$ cat config.mk
export PLATFORM = sky130hd
export DESIGN_NAME = i2s_apb_bist
export DESIGN_NICKNAME = d
export VERILOG_FILES = /design/src/rtl/i2s_bist_pkg.sv /design/src/rtl/i2s_bist_lfsr.sv /design/src/rtl/i2s_apb_bist.sv
export SDC_FILE = /design/constraint.sdc
export NUM_CORES = 1
export LEC_CHECK = 0
export CAP_MARGIN = 20
export CORE_MARGIN = 1
export CORE_UTILIZATION = 58
export CTS_CLUSTER_SIZE = 24
export DETAILED_ROUTE_END_ITERATION = 12
export DONT_BUFFER_PORTS = 1
export GPL_TIMING_DRIVEN = 1
export PLACE_DENSITY = 0.76
export SYNTH_ARGS = -nofsm -noshare
export SYNTH_HDL_FRONTEND = slang
export SYNTH_SLANG_ARGS = --single-unit
$ cat constraint.sdc
create_clock -name pclk -period 2.4 [get_ports pclk]
set_input_delay 0.24 -clock pclk [delete_from_list [all_inputs] [get_ports pclk]]
set_output_delay 0.24 -clock pclk [all_outputs]
set_load 0.05 [all_outputs]
$ cat src/rtl/i2s_bist_pkg.sv
// Shared types and helpers for the I2S APB loopback self-test engine.
package i2s_bist_pkg;

  typedef enum logic [1:0] {
    WS_16     = 2'd0,
    WS_24     = 2'd1,
    WS_32     = 2'd2,
    WS_32_ALT = 2'd3
  } word_size_e;

  typedef enum logic [2:0] {
    ST_IDLE, ST_CFG_TX, ST_CFG_RX, ST_PRELOAD, ST_GO, ST_RUN, ST_HALT, ST_DONE
  } state_e;

  localparam logic [31:0] LFSR_POLY = 32'h8020_0003;

  function automatic int unsigned word_width(input logic [1:0] ws);
    case (word_size_e'(ws))
      WS_16:   return 16;
      WS_24:   return 24;
      default: return 32;
    endcase
  endfunction

  // Sample word is the top W bits of the LFSR state, right-aligned.
  function automatic logic [31:0] word_of(input logic [31:0] q, input logic [1:0] ws);
    return q >> (32 - word_width(ws));
  endfunction

  function automatic logic [31:0] word_mask(input logic [1:0] ws);
    return 32'hFFFF_FFFF >> (32 - word_width(ws));
  endfunction

endpackage

$ cat src/rtl/i2s_bist_lfsr.sv
// 32-bit Galois LFSR; a zero seed is replaced by 1 so the sequence never locks up.
module i2s_bist_lfsr
  import i2s_bist_pkg::*;
(
  input  logic        pclk,
  input  logic        preset,
  input  logic        load,
  input  logic [31:0] seed,
  input  logic        adv,
  output logic [31:0] q
);

  logic [31:0] seed_eff;
  assign seed_eff = (seed == 32'h0) ? 32'h1 : seed;

  always_ff @(posedge pclk) begin
    if (!preset)   q <= seed_eff;
    else if (load) q <= seed_eff;
    else if (adv)  q <= (q >> 1) ^ (q[0] ? LFSR_POLY : 32'h0);
  end

endmodule

$ cat src/rtl/i2s_apb_bist.sv
// APB-master BIST: configures Tx/Rx I2S instances, streams LFSR words, checks readback.
// Optional watchdog enabled by defining I2S_BIST_TIMEOUT_EN.
module i2s_apb_bist
  import i2s_bist_pkg::*;
#(
  parameter int unsigned NUM_WORDS = 256,
  parameter int unsigned PRELOAD   = 15,
  parameter logic [31:0] TX_BASE   = 32'h00,
  parameter logic [31:0] RX_BASE   = 32'h20,
  parameter logic [31:0] DATA_OFF  = 32'h04,
  parameter logic [31:0] RDATA_OFF = 32'h08,
  parameter int unsigned STOP_BIT  = 1,
  parameter logic [31:0] SEED      = 32'h1,
  parameter int unsigned TO_CYCLES = 65536
)(
  input  logic        pclk,
  input  logic        preset,
  input  logic        start,
  input  logic [31:0] cfg_tx,
  input  logic [31:0] cfg_rx,
  input  logic [1:0]  word_size,
  input  logic        tx_full,
  input  logic        rx_empty,
  output logic        psel,
  output logic        penable,
  output logic        pwrite,
  output logic [31:0] paddr,
  output logic [31:0] pwdata,
  input  logic [31:0] prdata,
  output logic        busy,
  output logic        done,
  output logic        pass,
  output logic [15:0] err_cnt,
  output logic [15:0] first_err,
  output logic [15:0] rx_cnt,
  output logic        timeout
);

  localparam logic [15:0] NUM_W        = 16'(NUM_WORDS);
  localparam logic [15:0] PRE_W        = 16'(PRELOAD);
  localparam logic [31:0] STOP_MASK    = 32'h1 << STOP_BIT;
  localparam logic [31:0] TX_DATA_ADDR = TX_BASE + DATA_OFF;
  localparam logic [31:0] RX_DATA_ADDR = RX_BASE + RDATA_OFF;

  state_e      state_q, state_d;
  logic [31:0] cfg_tx_q, cfg_tx_d, cfg_rx_q, cfg_rx_d;
  logic [1:0]  ws_q, ws_d;
  logic [15:0] tx_cnt_q, tx_cnt_d;
  logic        psel_d, penable_d, pwrite_d, busy_d, done_d, pass_d;
  logic [31:0] paddr_d, pwdata_d;
  logic [15:0] err_cnt_d, first_err_d, rx_cnt_d;
  logic        req, req_wr, mismatch, lfsr_load, gen_adv, exp_adv;
  logic [31:0] req_addr, req_data, gen_q, exp_q;
  logic        free, xfer_done;

`ifdef I2S_BIST_TIMEOUT_EN
  localparam logic [31:0] TO_LIM = 32'(TO_CYCLES);
  logic [31:0] to_cnt_q, to_cnt_d;
  logic        timeout_d;
`else
  logic unused_to;
  assign unused_to = ^32'(TO_CYCLES);
  assign timeout   = 1'b0;
`endif

  assign free      = !psel;
  assign xfer_done = psel && penable;

  i2s_bist_lfsr u_gen (.pclk(pclk), .preset(preset), .load(lfsr_load), .seed(SEED), .adv(gen_adv), .q(gen_q));
  i2s_bist_lfsr u_exp (.pclk(pclk), .preset(preset), .load(lfsr_load), .seed(SEED), .adv(exp_adv), .q(exp_q));

  always_comb begin
    state_d = state_q;  cfg_tx_d = cfg_tx_q;  cfg_rx_d = cfg_rx_q;  ws_d = ws_q;
    tx_cnt_d = tx_cnt_q;  rx_cnt_d = rx_cnt;  err_cnt_d = err_cnt;  first_err_d = first_err;
    busy_d = busy;  done_d = done;  pass_d = pass;
    psel_d = psel;  penable_d = penable;  pwrite_d = pwrite;  paddr_d = paddr;  pwdata_d = pwdata;
    req = 1'b0;  req_wr = 1'b1;  req_addr = 32'h0;  req_data = 32'h0;
    mismatch = 1'b0;  lfsr_load = 1'b0;  gen_adv = 1'b0;  exp_adv = 1'b0;
`ifdef I2S_BIST_TIMEOUT_EN
    to_cnt_d = to_cnt_q;  timeout_d = timeout;
    if (state_q == ST_RUN) begin
      if (xfer_done && !pwrite) to_cnt_d = 32'h0;
      else if (to_cnt_q < TO_LIM) to_cnt_d = to_cnt_q + 32'd1;
    end
`endif
    // Setup -> access -> idle; every transfer is followed by one free decision cycle
    if (psel && !penable) penable_d = 1'b1;
    if (xfer_done) begin
      psel_d    = 1'b0;
      penable_d = 1'b0;
    end

    case (state_q)
      ST_IDLE: if (start) begin
        state_d = ST_CFG_TX;  busy_d = 1'b1;  done_d = 1'b0;  pass_d = 1'b0;
        err_cnt_d = 16'h0;  rx_cnt_d = 16'h0;  tx_cnt_d = 16'h0;  first_err_d = 16'hFFFF;
        cfg_tx_d = cfg_tx;  cfg_rx_d = cfg_rx;  ws_d = word_size;  lfsr_load = 1'b1;
`ifdef I2S_BIST_TIMEOUT_EN
        to_cnt_d = 32'h0;  timeout_d = 1'b0;
`endif
      end
      ST_CFG_TX: begin
        req = 1'b1;  req_addr = TX_BASE;  req_data = cfg_tx_q;
        if (xfer_done) state_d = ST_CFG_RX;
      end
      ST_CFG_RX: begin
        req = 1'b1;  req_addr = RX_BASE;  req_data = cfg_rx_q | STOP_MASK;
        if (xfer_done) state_d = (PRE_W == 16'h0) ? ST_GO : ST_PRELOAD;
      end
      ST_PRELOAD: begin
        req = !tx_full;  req_addr = TX_DATA_ADDR;  req_data = word_of(gen_q, ws_q);
        if (xfer_done) begin
          gen_adv  = 1'b1;
          tx_cnt_d = tx_cnt_q + 16'd1;
          if (tx_cnt_q + 16'd1 == PRE_W) state_d = ST_GO;
        end
      end
      ST_GO: begin
        req = 1'b1;  req_addr = RX_BASE;  req_data = cfg_rx_q & ~STOP_MASK;
        if (xfer_done) state_d = ST_RUN;
      end
      ST_RUN: begin
        if (xfer_done && !pwrite) begin
          exp_adv  = 1'b1;
          rx_cnt_d = rx_cnt + 16'd1;
          mismatch = (prdata & word_mask(ws_q)) != word_of(exp_q, ws_q);
        end
        if (xfer_done && pwrite) begin
          gen_adv  = 1'b1;
          tx_cnt_d = tx_cnt_q + 16'd1;
        end
        // Read has priority so the Rx FIFO never overflows while Tx keeps up
        if (free) begin
          if (rx_cnt == NUM_W) state_d = ST_HALT;
`ifdef I2S_BIST_TIMEOUT_EN
          else if (to_cnt_q >= TO_LIM) begin
            state_d   = ST_HALT;
            timeout_d = 1'b1;
          end
`endif
          else if (!rx_empty && rx_cnt < NUM_W) begin
            req = 1'b1;  req_wr = 1'b0;  req_addr = RX_DATA_ADDR;
          end else if (!tx_full && tx_cnt_q < NUM_W) begin
            req = 1'b1;  req_addr = TX_DATA_ADDR;  req_data = word_of(gen_q, ws_q);
          end
        end
      end
      ST_HALT: begin
        req = 1'b1;  req_addr = RX_BASE;  req_data = cfg_rx_q | STOP_MASK;
        if (xfer_done) state_d = ST_DONE;
      end
      ST_DONE: begin
        state_d = ST_IDLE;  done_d = 1'b1;  busy_d = 1'b0;
        pass_d  = (err_cnt == 16'h0) && !timeout;
      end
      default: state_d = ST_IDLE;
    endcase

    if (mismatch) begin
      if (err_cnt != 16'hFFFF) err_cnt_d = err_cnt + 16'd1;
      if (err_cnt == 16'h0)    first_err_d = rx_cnt;
    end

    if (free && req) begin
      psel_d   = 1'b1;
      pwrite_d = req_wr;
      paddr_d  = req_addr;
      pwdata_d = req_data;
    end
  end

  always_ff @(posedge pclk) begin
    if (!preset) begin
      state_q <= ST_IDLE;  cfg_tx_q <= 32'h0;  cfg_rx_q <= 32'h0;  ws_q <= 2'd0;  tx_cnt_q <= 16'h0;
      psel <= 1'b0;  penable <= 1'b0;  pwrite <= 1'b0;  paddr <= 32'h0;  pwdata <= 32'h0;
      busy <= 1'b0;  done <= 1'b0;  pass <= 1'b0;
      err_cnt <= 16'h0;  first_err <= 16'hFFFF;  rx_cnt <= 16'h0;
    end else begin
      state_q <= state_d;  cfg_tx_q <= cfg_tx_d;  cfg_rx_q <= cfg_rx_d;  ws_q <= ws_d;  tx_cnt_q <= tx_cnt_d;
      psel <= psel_d;  penable <= penable_d;  pwrite <= pwrite_d;  paddr <= paddr_d;  pwdata <= pwdata_d;
      busy <= busy_d;  done <= done_d;  pass <= pass_d;
      err_cnt <= err_cnt_d;  first_err <= first_err_d;  rx_cnt <= rx_cnt_d;
    end
  end

`ifdef I2S_BIST_TIMEOUT_EN
  always_ff @(posedge pclk) begin
    if (!preset) begin
      to_cnt_q <= 32'h0;
      timeout  <= 1'b0;
    end else begin
      to_cnt_q <= to_cnt_d;
      timeout  <= timeout_d;
    end
  end
`endif

endmodule

==> run metrics <==
I/O Buffers=0; Hold Path Class=input port to register; synth top area cells=dfxtp_1 42%, nand2_1 11%, a21oi_1 6.9%; vias per cell=6.33; cts hold-fix bufs=68; Slew @ Worst Pin=0.674 ns; failing checks=negative hold slack, negative setup slack; Hold Worst Slack=-0.210 ns; GPL Wtd Cong=0.924; worst-skew pair later-pin latency=0.54 ns; Seq cells post-synth=237; total core area=0.0190 mm^2; VDD IR max=0.587 mV; initial antenna violation count=1; row count=50; vias in the first global route=10.3k; final non-filler cell area=0.0144 mm^2; commonest non-fill, non-tap cell in the layout=nand2_1; Die X=142 um; initial drt markers=1495; FMAX=0.396 GHz; crit path kind=register to register; via count=11.6k; Max transition margin=55.0%; GRT overflow=0; Longest Clk Path Bufs=3; share of layout cells above drive strength 1=18.7%; TritonCTS clock tree=done; num ports=222; # DRC=0; RSZ-0062 raised after global routing=true; final total power=13900 uW; synth warn=0; Final Hold Vio Count=21; Req. time, crit path=2.80 ns; clock skew=0.0200 ns; HPWL Detailed=20500 um; Clock transition at path regs=0.06 ns; EDFF count, synth=0; Inst Count DP=1687; Num CTS Buffers=26; Final Non-Filler Cells=1832; ys flop type=dfxtp_1; Yosys cell types=72; DP Area=0.0121 mm^2; Post-Syn Area per Cell=7.97 um^2; async set-reset flop share out of synthesis=0%; crit path DAT=2.92 ns; Synth Instances=1426; Max Cap Viol=0; leakage power=0.00524 uW; part of the cycle the worst path needs=105%; H-tree levels=1; first-pass iteration count of the detailed router=8; clock root cell=clkbuf_16; Layout Area Growth over Synthesis=26.7%; pwr dens=967 mW/mm^2; # clock sinks=237; die height=142 um; Post-Syn Area=0.0114 mm^2; outcome=finished, violations left; final worst setup slack=-0.122 ns; Initial Util=60.0%; sequential area share after synthesis=41.7%; crit start category=register; first-pass GRT wire length=52500 um; CP endpoint kind=register; GRT Total Usage=31.9%; Routed WL=37200 um; crit path time final=2.52 ns; Antenna Violating Nets Remaining=0; area leader, netlist=dfxtp_1; largest net degree at the start of global routing=125; Final Max Slew Viols=0; WL/cell=20.3 um; final setup vio count=35; most frequent cells in the layout=317 x nand2_1, 218 x dfxtp_1, 153 x a21oi_1; Final #Nets=1664; DIE AREA=0.0202 mm^2; share of the synthesized area in the top cell type=41.7%; CP Max Fanout=28; TNS Setup=-2.21 ns
registers in the layout, summed over array words and instances (netlist names):
name	cells
first_err	16
psel	1
busy	1
tx_cnt_q	16
pwrite	1
ws_q	2
err_cnt	16
u_gen.q	32
state_q	3
paddr	3
cfg_tx_q	32
cfg_rx_q	31
pass	1
u_exp.q	32
pwdata	32
done	1
rx_cnt	16
penable	1
final cells by class:
cell class,instances,area (um^2)
multi-input cells,1060,6370
flip-flops and latches,237,4780
fillers,1239,4550
repair buffers,206,2040
clock buffers,36,739
well taps,260,325
inverters,20,76.3
clock inverters,11,65.1
diodes,2,5.00
final timing paths:
path	from	endpoint	slack, ns	cells after the start
setup / recovery	ws_q[0]	first_err[8]	-0.12	12
hold reg to reg	cfg_tx_q[7]	cfg_tx_q[7]	0.45	2
setup reg to reg	ws_q[0]	first_err[8]	-0.12	12
hold / removal	preset	first_err[7]	-0.21	1
synth_stat cells (9+ instances only):
| library cell | number |
|---|---|
| nand2_1 | 320 |
| dfxtp_1 | 237 |
| a21oi_1 | 156 |
| nor2_1 | 93 |
| clkbuf_1 | 76 |
| o21ai_0 | 69 |
| a211oi_1 | 38 |
| xor2_1 | 36 |
| mux2i_1 | 34 |
| a222oi_1 | 32 |
| buf_4 | 32 |
| nand3_1 | 24 |
| xnor2_1 | 23 |
| inv_1 | 18 |
| buf_2 | 16 |
| nor3b_1 | 16 |
| nor3_1 | 15 |
| nand4_1 | 13 |
| nor4_1 | 12 |
| and3_1 | 11 |
| ha_1 | 10 |
| a22o_1 | 9 |
metrics by stage:
step	worst slack (ns)	utilization, %
after floorplan	0.00671	-
after global placement	-0.0558	64.0
final	-0.122	76.0
after global routing	-0.290	76.0
after detailed placement	-0.150	64.0
after CTS	-0.0864	72.6
layer usage:
layer	up-vias	track usage [%]	share of wire, %
li1	5175	-	-
met1	5408	40.3	37
met5	-	0	0
met4	0	13.4	5.4
met3	227	6.97	11
met2	781	52.5	47
worst max-delay path, stage by stage, from the launching register on:
cell and delay, ns:
dfxtp_4 0.38, buf_12 0.13, buf_12 0.11, mux2i_1 0.18
o21ai_1 0.09, xor2_1 0.15, nor4_1 0.29, nand4_1 0.22
buf_6 0.19, o21ai_2 0.15, buf_12 0.17, nor3b_2 0.20
o21ai_0 0.13
cells by family (layout without fill, tap and decap cells):
family                     count (synthesis)  count (layout)  synth area share [%]
AOI/OAI and AO/OA                        363             363                  20.4
other                                      1              32                0.0330
adders and majority gates                 10              10                  1.10
muxes                                     36              36                  3.19
buffers and inverters                    159             273                  6.95
DFF                                      237             237                  41.7
xor gates and xnor gates                  59              59                  4.55
and+or+nand+nor                          561             562                  22.1
repair_timing:
action	in CTS	in global routing
hold endpoints to repair	87	21
buffers inserted	5	14
gates cloned	1	8
setup endpoints to repair	32	110
resized for setup	23	92
pin swaps	6	18
power by group:
group / switching, uW / internal (uW)
Clock: 1670 / 2150
Combinational: 3040 / 1920
Sequential: 799 / 4350
No activity file was read; power rests on OpenSTA's default activity.
